`src/rtl/sd_resp_rx.sv`:
```
// sd_resp_rx: SD card command-response receiver.
// Arms on iStart, waits up to gTimeout strobes for a start bit on the CMD line,
// shifts in a 48-bit (R1/R3/R6/R7) or 136-bit (R2) frame, and checks the CRC7,
// transmission bit and end bit.
//
// Ports:
//   Clk, nResetAsync         system clock, asynchronous active-low reset
//   iStrobe, iCmd            per-SD-clock sample strobe and sampled CMD bit
//   iStart, iLong, iNoCrc    arm pulse, R2 frame select, skip CRC check
//   oBusy                    high whenever not idle
//   oDone, oTimeout          one-cycle completion / no-start-bit pulses
//   oCrcErr, oFrameErr       error flags, valid from oDone until next iStart
//   oIndex, oResp            parsed command index and payload
//
// state         | meaning
// ST_IDLE       | waiting for iStart
// ST_WAIT_START | armed, counting strobes until a start bit (0) appears
// ST_RECEIVE    | shifting frame bits, updating CRC7
// ST_CHECK      | one-cycle oDone pulse, then back to idle
module sd_resp_rx #(
    parameter int gTimeout   = 64,
    parameter int gRespWidth = 136
) (
    input  logic         Clk,
    input  logic         nResetAsync,
    input  logic         iStrobe,
    input  logic         iCmd,
    input  logic         iStart,
    input  logic         iLong,
    input  logic         iNoCrc,
    output logic         oBusy,
    output logic         oDone,
    output logic         oTimeout,
    output logic         oCrcErr,
    output logic         oFrameErr,
    output logic [5:0]   oIndex,
    output logic [127:0] oResp
);
    localparam int TmoW = $clog2(gTimeout + 1);
    localparam int BitW = $clog2(gRespWidth + 1);
    // The start bit is never stored, so the register only needs the bits
    // below the transmission bit; the incoming bit completes the frame.
    localparam int SW = gRespWidth - 2;
    localparam logic [BitW-1:0] ShortLen = BitW'(48);
    localparam logic [BitW-1:0] LongLen  = BitW'(gRespWidth);

    typedef enum logic [1:0] {
        ST_IDLE,
        ST_WAIT_START,
        ST_RECEIVE,
        ST_CHECK
    } state_t;

    state_t            state_q, state_d;
    logic              long_q, long_d;
    logic              no_crc_q, no_crc_d;
    logic [TmoW-1:0]   tmo_cnt_q, tmo_cnt_d;
    logic [BitW-1:0]   bit_cnt_q, bit_cnt_d;
    logic [SW-1:0]     shift_q, shift_d;
    logic [6:0]        crc_q, crc_d;
    logic              done_q, done_d;
    logic              timeout_q, timeout_d;
    logic              crc_err_q, crc_err_d;
    logic              frame_err_q, frame_err_d;
    logic [5:0]        index_q, index_d;
    logic [127:0]      resp_q, resp_d;

    logic [SW:0]       shift_nxt;
    logic [BitW-1:0]   frame_len;
    logic [TmoW-1:0]   tmo_inc;
    logic              trans_bit;

    // Serial CRC7, polynomial x^7 + x^3 + 1, MSB first.
    function automatic logic [6:0] crc7_step(input logic [6:0] crc, input logic bit_in);
        logic fb;
        fb = crc[6] ^ bit_in;
        return {crc[5:0], 1'b0} ^ (fb ? 7'h09 : 7'h00);
    endfunction

    always_comb begin
        state_d     = state_q;
        long_d      = long_q;
        no_crc_d    = no_crc_q;
        tmo_cnt_d   = tmo_cnt_q;
        bit_cnt_d   = bit_cnt_q;
        shift_d     = shift_q;
        crc_d       = crc_q;
        done_d      = 1'b0;
        timeout_d   = 1'b0;
        crc_err_d   = crc_err_q;
        frame_err_d = frame_err_q;
        index_d     = index_q;
        resp_d      = resp_q;

        // shift_nxt[k] is frame bit k once the end bit has arrived.
        shift_nxt = {shift_q, iCmd};
        frame_len = long_q ? LongLen : ShortLen;
        tmo_inc   = tmo_cnt_q + 1'b1;
        trans_bit = long_q ? shift_nxt[gRespWidth-2] : shift_nxt[46];

        case (state_q)
            ST_IDLE: begin
                if (iStart) begin
                    long_d      = iLong;
                    no_crc_d    = iNoCrc;
                    crc_err_d   = 1'b0;
                    frame_err_d = 1'b0;
                    index_d     = '0;
                    resp_d      = '0;
                    crc_d       = '0;
                    tmo_cnt_d   = '0;
                    bit_cnt_d   = '0;
                    shift_d     = '0;
                    state_d     = ST_WAIT_START;
                end
            end
            ST_WAIT_START: begin
                if (iStrobe) begin
                    if (!iCmd) begin
                        crc_d     = crc7_step(crc_q, 1'b0);
                        bit_cnt_d = BitW'(1);
                        state_d   = ST_RECEIVE;
                    end else begin
                        tmo_cnt_d = tmo_inc;
                        if (tmo_inc == TmoW'(gTimeout)) begin
                            timeout_d = 1'b1;
                            state_d   = ST_IDLE;
                        end
                    end
                end
            end
            ST_RECEIVE: begin
                if (iStrobe) begin
                    shift_d   = shift_nxt[SW-1:0];
                    bit_cnt_d = bit_cnt_q + 1'b1;
                    // bit_cnt_q == 7 is frame bit 128: end of the R2 header,
                    // which is excluded from the R2 CRC.
                    if (long_q && bit_cnt_q == BitW'(7)) begin
                        crc_d = '0;
                    end else if (bit_cnt_q <= frame_len - BitW'(9)) begin
                        crc_d = crc7_step(crc_q, iCmd);
                    end
                    if (bit_cnt_q == frame_len - 1'b1) begin
                        done_d      = 1'b1;
                        crc_err_d   = (shift_nxt[7:1] != crc_q) && !no_crc_q;
                        frame_err_d = trans_bit || !shift_nxt[0];
                        if (long_q) begin
                            index_d = shift_nxt[gRespWidth-3 -: 6];
                            resp_d  = shift_nxt[127:0];
                        end else begin
                            index_d = shift_nxt[45:40];
                            resp_d  = {81'd0, shift_nxt[46:0]};
                        end
                        state_d = ST_CHECK;
                    end
                end
            end
            ST_CHECK: begin
                state_d = ST_IDLE;
            end
            default: begin
                state_d = ST_IDLE;
            end
        endcase
    end

    always_ff @(posedge Clk or negedge nResetAsync) begin
        if (!nResetAsync) begin
            state_q     <= ST_IDLE;
            long_q      <= 1'b0;
            no_crc_q    <= 1'b0;
            tmo_cnt_q   <= '0;
            bit_cnt_q   <= '0;
            shift_q     <= '0;
            crc_q       <= '0;
            done_q      <= 1'b0;
            timeout_q   <= 1'b0;
            crc_err_q   <= 1'b0;
            frame_err_q <= 1'b0;
            index_q     <= '0;
            resp_q      <= '0;
        end else begin
            state_q     <= state_d;
            long_q      <= long_d;
            no_crc_q    <= no_crc_d;
            tmo_cnt_q   <= tmo_cnt_d;
            bit_cnt_q   <= bit_cnt_d;
            shift_q     <= shift_d;
            crc_q       <= crc_d;
            done_q      <= done_d;
            timeout_q   <= timeout_d;
            crc_err_q   <= crc_err_d;
            frame_err_q <= frame_err_d;
            index_q     <= index_d;
            resp_q      <= resp_d;
        end
    end

    assign oBusy     = (state_q != ST_IDLE);
    assign oDone     = done_q;
    assign oTimeout  = timeout_q;
    assign oCrcErr   = crc_err_q;
    assign oFrameErr = frame_err_q;
    assign oIndex    = index_q;
    assign oResp     = resp_q;

endmodule

```
`config.mk`:
```
export PLATFORM = sky130hd
export DESIGN_NAME = sd_resp_rx
export DESIGN_NICKNAME = d
export VERILOG_FILES = /design/src/rtl/sd_resp_rx.sv
export SDC_FILE = /design/constraint.sdc
export NUM_CORES = 1
export LEC_CHECK = 0
export CORE_MARGIN = 10
export CORE_UTILIZATION = 25
export CTS_BUF_LIST = sky130_fd_sc_hd__clkbuf_8
export DETAILED_ROUTE_END_ITERATION = 7
export SLEW_MARGIN = 20
export SYNTH_ARGS = -nofsm -noshare
export SYNTH_HDL_FRONTEND = slang
export SYNTH_SLANG_ARGS = --single-unit
export TNS_END_PERCENT = 100
```
`constraint.sdc`:
```
create_clock -name Clk -period 3.4 [get_ports Clk]
set_input_delay 1.02 -clock Clk [delete_from_list [all_inputs] [get_ports Clk]]
set_output_delay 1.02 -clock Clk [all_outputs]
set_load 0.1 [all_outputs]
```
=== Word level (Yosys, flattened, before mapping) ===
Index checks and enable logic that the tools add are counted.
Widths: inputs -> output; s select.

* Add/subtract/negate cells: 4
* Magnitude comparators: 1
* Equality and inequality tests: 15
* Multiplexer cells: 53
* Bitwise gates (word level): 3
* Reductions and logical operators: 17

{| class="wikitable"
|+ Operators with widths
! cell !! number
|-
| $mux 128 || 4
|-
| $mux 134 || 2
|-
| $pmux 134 s2 || 1
|-
| $pmux 128 s2 || 1
|-
| $mux 7 || 8
|-
| $mux 8 || 5
|-
| $mux 6 || 4
|-
| $pmux 8 s3 || 1
|-
| $pmux 7 s3 || 1
|-
| $pmux 7 s2 || 1
|-
| $xor 7x4->7 || 2
|-
| $mux 1 || 13
|-
| $mux 2 || 6
|-
| $ne 2x2->1 const B || 6
|-
| $pmux 6 s2 || 1
|-
| $reduce_and 5->1 || 2
|-
| $add 8x1->8 const B || 1
|-
| $eq 8x3->1 const B || 1
|-
| $eq 8x8->1 || 1
|-
| $le 8x8->1 || 1
|-
| $mux 4 || 2
|-
| $pmux 2 s4 || 1
|-
| $reduce_and 4->1 || 2
|-
| $sub 8x1->8 const B || 1
|-
| 18 further kinds || 25
|}

* Bits in registers: 298
* Output and inout port bits: 139
* Word-level logic and storage cells: 106

=== Depth between registers and ports, before layout ===
Gate-level depths: netlist of the first run.

* Word-level depth: 7
* Gate-level depth with buffers: 10

=== Worst setup path before layout of the first run ===
Ideal clock, no wire load.

* Kind: register to register
* Start: reg long_q
* End: reg crc_q[3]
* Library setup time: 125 ps
* Data arrival time: 2412 ps
* Data required time: 3275 ps
* Path slack: 863 ps
* Stages on the path, launching flop included: 8
* Buffers on the path: 1
* Cells stage by stage: dfrtp_1 -> buf_1 -> inv_1 -> ha_1 -> a211oi_1 -> a211oi_1 -> a221oi_2 -> mux2_2

* Cells in the longest elaborated chain, start to end: 5

{| class="wikitable"
|+ Ends and longest elaborated chain
! what !! RTL line !! text
|-
| start: declaration || 55 || <nowiki>logic long_q, long_d;</nowiki>
|-
| start signal: assignment || 184 || <nowiki>long_q <= long_d;</nowiki>
|-
| $mux 8 || 97 || <nowiki>frame_len = long_q ? LongLen : ShortLen;</nowiki>
|-
| $sub 8x4->8 || 140 || <nowiki>end else if (bit_cnt_q <= frame_len - BitW'(9)) begin</nowiki>
|-
| $le 8x8->1 || 140 ||
|-
| $ne 3x3->1 (no source line) || - ||
|-
| $reduce_and 6->1 (no source line) || - ||
|-
| end signal: assignment || 189 || <nowiki>crc_q <= crc_d;</nowiki>
|-
| end: declaration || 60 || <nowiki>logic [6:0] crc_q, crc_d;</nowiki>
|}

Parallel ways exist; a longest one is shown, timed or not. The select of a mux whose other input is x is not followed.
A chain may end at the register's enable or synchronous reset.

=== Worst setup path after layout of the first run ===
* Start: reg state_q[0]
* End: out oBusy

* Cells in the longest elaborated chain, start to end: 1

{| class="wikitable"
|+ Ends and longest elaborated chain
! what !! RTL line !! text
|-
| start: declaration || 54 || <nowiki>state_t state_q, state_d;</nowiki>
|-
| start signal: assignment || 183 || <nowiki>state_q <= state_d;</nowiki>
|-
| $reduce_bool 2->1 || 199 || <nowiki>assign oBusy = (state_q != ST_IDLE);</nowiki>
|-
| end: declaration || 31 || <nowiki>output logic oBusy,</nowiki>
|}

No other way between the ends.

==> results of run 1 <==
-- cell type report --
type                            instances  area [µm²]  area share
Antenna cell                            1       2.502   0.0001747
Clock buffer                           67       922.1     0.06439
Clock inverter                         19       77.57    0.005417
Inverter                               33       123.9    0.008649
Multi-Input combinational cell        449        3659      0.2555
Sequential cell                       298        7457      0.5207
Tap cell                              600       750.7     0.05242
Timing Repair Buffer                  166        1329     0.09278
-- logic make-up (layout without fill, tap and decap cells) --
logic type / Yosys count / count (layout) / synth area share
compound gates: 309 / 309 / 0.2251
xor+xnor: 10 / 10 / 0.007595
fa+ha+maj: 9 / 9 / 0.009765
buf+inv: 104 / 285 / 0.03873
flops: 298 / 298 / 0.6466
mux: 38 / 38 / 0.03385
other cells: 0 / 1 / 0
simple gates: 83 / 83 / 0.03830
-- per-layer routing --
layer | routed length (µm) | share of wire | vias to the layer above
li1 | - | - | 3525
met1 | 14000 | 0.47 | 3931
met2 | 13170 | 0.44 | 171
met3 | 1520 | 0.051 | 61
met4 | 919 | 0.031 | 0
met5 | 0 | 0 | -
-- worst reg2reg max path: cells and delay by family (launching register included) --
family,cells,cell delay (ns)
flip-flops,1,0.41
adder cells (fa/ha/maj),1,0.18
buffers and inverters,3,0.76
AO/OA/AOI/OAI,3,0.90
AND/OR/NAND/NOR,1,0.15
-- Yosys cell counts, drive strengths merged (6+ instances only) --
master,count,area [µm²]
dfrtp,298,7457
a22o,248,2172
clkbuf,44,165.2
nand2,34,127.6
inv,33,123.9
mux2i,30,300.3
buf,27,157.6
o21ai,19,95.09
nand3,10,50.05
ha,9,112.6
xor2,9,78.83
mux2,8,90.09
and3,7,43.79
a211oi,6,45.04
-- path summary, 6_finish.rpt --
kind / from / endpoint / depth (start not counted)
worst max-delay path: state_q[0]$_DFFE_PN0P_ / oBusy / 4
worst min-delay path: nResetAsync / oResp[25]$_DFFE_PN0P_ / 1
worst max register to register: state_q[0]$_DFFE_PN0P_ / oResp[49]$_DFFE_PN0P_ / 8
worst min register to register: tmo_cnt_q[6]$_DFFE_PN0P_ / tmo_cnt_q[6]$_DFFE_PN0P_ / 1
max in group asynchronous: nResetAsync / oResp[95]$_DFFE_PN0P_ / 2
min in group Clk: tmo_cnt_q[6]$_DFFE_PN0P_ / tmo_cnt_q[6]$_DFFE_PN0P_ / 1
-- state kept, by name, indices dropped and copies added, names as in the netlist, named ones only --
register   count
no_crc_q       1
oCrcErr        1
oDone          1
oTimeout       1
shift_q      134
state_q        1
tmo_cnt_q      7
bit_cnt_q      8
crc_q          7
oFrameErr      1
oResp        128
oIndex         6
long_q         1
-- where the power goes --
part | total [mW] | internal (mW) | switching, mW
combinational | 2.31 | 0.559 | 1.75
clock | 3.19 | 1.74 | 1.46
sequential | 3.74 | 3.64 | 0.0951
==> impl_metrics.json, run 1 <==
{
  "outcome": "finished, final reports clean",
  "synth_edf_count": 0,
  "finalWorstSetupSlack_ns": 0.6031,
  "mostFrequentLayoutCells": "dfrtp_1, a22o_1, buf_4",
  "drtPass1Iterations": 5,
  "clkSinkCount": 298,
  "vias": 7688,
  "drive_gt1_frac": 0.2403,
  "synth_warnings": 0,
  "crit_path_cell_trace": "inv_1, ha_1, inv_1, buf_4",
  "worstPathMaxFanout": 6,
  "worst_pin_slew_ns": 0.9209,
  "wl_per_cell_um": 18.13,
  "max_cap_violations": 0,
  "syn2layout_area_growth_pct": 24.18,
  "die_x_um": 234.8,
  "fin_area_um2": 14320,
  "synth-seq-area-share": 0.6466,
  "rsz0062_at_grt": "false",
  "syn_area_um2": 11530,
  "grt_max_degree": 86,
  "gr-total-overflow": 0,
  "grt_pass1_wl_mm": 47.74,
  "worstPathRequired_ns": 2.38,
  "cp_common_cell": "inv_1",
  "cts_buffers": 52,
  "grt_pass1_vias": 7982,
  "slew-limit-headroom": 0.3848,
  "cp-start-kind": "flip-flop",
  "ys_async_sr_fraction": 1.000,
  "post_cts_resize_count": 0,
  "cpPeakStageDelay_ns": 0.39,
  "dr.first_iter.drc_count": 476,
  "clock_latency_ns": 0.62,
  "layout_min_cycle_time_ns": 2.797,
  "synth_nets": 867,
  "busiest_layer": "met2",
  "hold_slack_ns": 0.4032,
  "slowest_stage": "dfrtp_1",
  "viasPerCell": 4.708,
  "avgSynthCellArea_um2": 13.55,
  "clk_path_buf_depth": 3,
  "place_congestion": 0.7824,
  "skew_ns": 0.03764,
  "wirelength_mm": 29.61,
  "met2_usage": 0.1568,
  "hold_class": "input pin to asynchronous set/reset pin",
  "use_met3": 0.02938,
  "path_clk_slew_ns": 0.06,
  "ant_nets": 0,
  "ys_types": 51,
  "power_mw": 9.241,
  "postPlaceCellArea_um2": 13320,
  "drc": 0,
  "use_met1": 0.1416,
  "min_period_over_period": 0.8226,
  "power_density_nw_per_um2": 645.3,
  "final_cells": 1633,
  "crit_arrival_ns": 1.78,
  "cts-hold-fix-buffers": 0,
  "postCtsSetupBuffers": 0,
  "mostFrequentLayoutCell": "dfrtp_1",
  "numPortBuffers": 145,
  "io_pins": 146,
  "die-area_um2": 55120,
  "max_freq_ghz": 0.3575,
  "rows": 78,
  "cp_top_family": "buffers and inverters",
  "h-tree-depth": 2,
  "syn_inst": 851,
  "dp_cells": 1546,
  "report.final.slew_viol_count": 0,
  "final_nets": 1016,
  "fp.coreArea_um2": 45480,
  "hold_viol_final": 0,
  "ys_ff_latch": 298,
  "groute.usage.overall": 0.1056,
  "start_util": 0.2536,
  "ff2ff_setup_slack_ns": 0.87,
  "cts-root-buf": "clkbuf_8",
  "end_kind": "output port",
  "critPathBufInv": 3,
  "die_height_um": 234.8,
  "cts_tree": "built",
  "ys.flop_type": "dfrtp_1",
  "setup_viol": 0,
  "ir_drop_uv": 442.6,
  "crit_type": "flip-flop to output port",
  "dp_hpwl_mm": 18.81,
  "final_core_util": 0.3149,
  "place_ws_ns": 0.1983,
  "tns_ns": 0,
  "antenna_found_initial": 1,
  "n_fill_cell": 4619,
  "p_leak_nw": 7.111
}
Power figures use the tool's default switching activity.
==> run 2: changes to the inputs <==
==> constraint.sdc (replaced) <==
create_clock -name Clk -period 2.93 [get_ports Clk]
set_input_delay 0.879 -clock Clk [delete_from_list [all_inputs] [get_ports Clk]]
set_output_delay 0.879 -clock Clk [all_outputs]
set_load 0.1 [all_outputs]
==> impl_metrics.json, run 2 (same netlist as run 1, synthesis figures left out) <==
{
  "rsz0062_at_grt": "false",
  "wl_met2_mm": 13.01,
  "power_frac_comb": 0.248,
  "clkSinkCount": 298,
  "rows": 78,
  "place_congestion": 0.7339,
  "clock_latency_ns": 0.62,
  "start_util": 0.2536,
  "slew-limit-headroom": 0.6081,
  "dp_hpwl_mm": 18.65,
  "groute.usage.overall": 0.1032,
  "mostFrequentLayoutCells": "dfrtp_1, a22o_1, buf_4",
  "h-tree-depth": 2,
  "postCtsSetupBuffers": 0,
  "slowest_stage": "dfrtp_1",
  "cts-hold-fix-buffers": 0,
  "crit_path_cell_trace": "inv_1, ha_1, inv_1, buf_4",
  "gr-total-overflow": 0,
  "path_clk_slew_ns": 0.06,
  "cp_common_cell": "inv_1",
  "p_switching_mw": 3.853,
  "die-area_um2": 55120,
  "setup_viol": 0,
  "p_leak_nw": 7.261,
  "worst_pin_slew_ns": 0.5879,
  "clk_path_buf_depth": 3,
  "clockPowerShare": 0.367,
  "drt-met1-wl_mm": 13.58,
  "cts_tree": "built",
  "intPower_mw": 7.433,
  "r2r_start": "state_q[0]$_DFFE_PN0P_",
  "ff2ff_setup_slack_ns": 0.46,
  "wirelength_mm": 28.97,
  "ir_drop_uv": 574.2,
  "crit_type": "flip-flop to output port",
  "ant_nets": 0,
  "power_mw": 11.29,
  "post_cts_resize_count": 0,
  "highest_layer": "met4",
  "seqPwrFrac": 0.384,
  "end_kind": "output port",
  "layout_min_cycle_time_ns": 2.700,
  "r2r_end": "bit_cnt_q[3]$_DFFE_PN0P_",
  "fp.coreArea_um2": 45480,
  "critPathBufInv": 3,
  "grt_pass1_wl_mm": 46.90,
  "top_register": "shift_q",
  "cp_top_family": "buffers and inverters",
  "drive_gt1_frac": 0.2507,
  "die_height_um": 234.8,
  "dr_wl_met3_mm": 1.657,
  "cts-root-buf": "clkbuf_8",
  "hold_viol_final": 0,
  "wl_per_cell_um": 17.56,
  "hold_class": "input pin to asynchronous set/reset pin",
  "crit_arrival_ns": 1.82,
  "hold_slack_ns": 0.2231,
  "drc": 0,
  "power_density_nw_per_um2": 772.6,
  "viasPerCell": 4.668,
  "dr.first_iter.drc_count": 512,
  "skew_ns": 0.05033,
  "startpoint": "state_q[0]$_DFFE_PN0P_",
  "largest_reg_flops": 134,
  "report.final.slew_viol_count": 0,
  "min_period_over_period": 0.9213,
  "numPortBuffers": 145,
  "grt_max_degree": 117,
  "syn2layout_area_growth_pct": 26.67,
  "tns_ns": 0,
  "outcome": "finished, final reports clean",
  "switching_share": 0.3414,
  "die_x_um": 234.8,
  "drtPass1Iterations": 5,
  "cpPeakStageDelay_ns": 0.42,
  "r2r_cells": 7,
  "io_pins": 146,
  "worstPathRequired_ns": 2.05,
  "final_nets": 1024,
  "worstPathMaxFanout": 6,
  "antenna_found_initial": 2,
  "grt_pass1_vias": 7910,
  "cp-start-kind": "flip-flop",
  "max_cap_violations": 0,
  "mostFrequentLayoutCell": "dfrtp_1",
  "vias": 7702,
  "cts_buffers": 52,
  "max_freq_ghz": 0.3704
}
-- run 2: cell count changes in the layout (fill, tap and decap cells not counted), sizes merged --
cell / change
buf: +8
bufinv: +5
clkinv: +4
inv: +3
clkbuf: -2
clkinvlp: -1
-- run 2: final cells by class --
class	instances	area, µm²
fill	4552	30870
sequential	298	7457
multi-input combinational	449	3659
timing repair buffer	174	1464
clock buffer	65	894.6
tap	600	750.7
clock inverter	30	256.5
inverter	33	123.9
antenna	1	2.502
-- run 2: worst max path at each step --
stage | end | depth (start not counted)
finish | oBusy | 4
global route | oBusy | 4
CTS | oBusy | 4
detailed placement | oResp[69]$_DFFE_PN0P_ | 6
global placement | oCrcErr$_DFFE_PN0P_ | 6
floorplan | crc_q[3]$_DFFE_PN0P_ | 7
-- run 2: worst register-to-register path, cell delays in order (launching register included) --
cell	delay [ns]
dfrtp_1	0.42
inv_1	0.14
ha_1	0.42
buf_4	0.35
nand2_1	0.29
or2_2	0.39
buf_4	0.16
o31ai_1	0.22
-- run 2: stage by stage --
| step | utilization | area [µm²] | setup slack, ns | instances |
|---|---|---|---|---|
| detailed placement | 0.2958 | 13450 | 0.1546 | 1554 |
| CTS | 0.3211 | 14610 | 0.1520 | 1649 |
| floorplan | - | 11530 | 0.3929 | 851 |
| finish | 0.3212 | 14610 | 0.2305 | 1650 |
| global route | 0.3212 | 14610 | 0.1141 | 1650 |
| global placement | 0.2958 | 13450 | 0.1650 | 1554 |
-- run 2: metal layers --
layer | track usage | vias to the layer above
met2 | 0.1536 | 175
met5 | 0 | -
met3 | 0.03218 | 41
met1 | 0.1372 | 3923
met4 | 0.03957 | 0
li1 | - | 3563
-- run 2: power by group through the flow --
stage          sequential, mW  combinational [mW]  clock [mW]
2_1_floorplan            4.50                1.84           0
3_3_place_gp             4.41                2.81           0
3_5_place_dp             4.41                2.84           0
4_1_cts                  4.34                2.85        4.32
5_1_grt                  4.35                3.07        4.50
6_report                 4.34                2.80        4.15
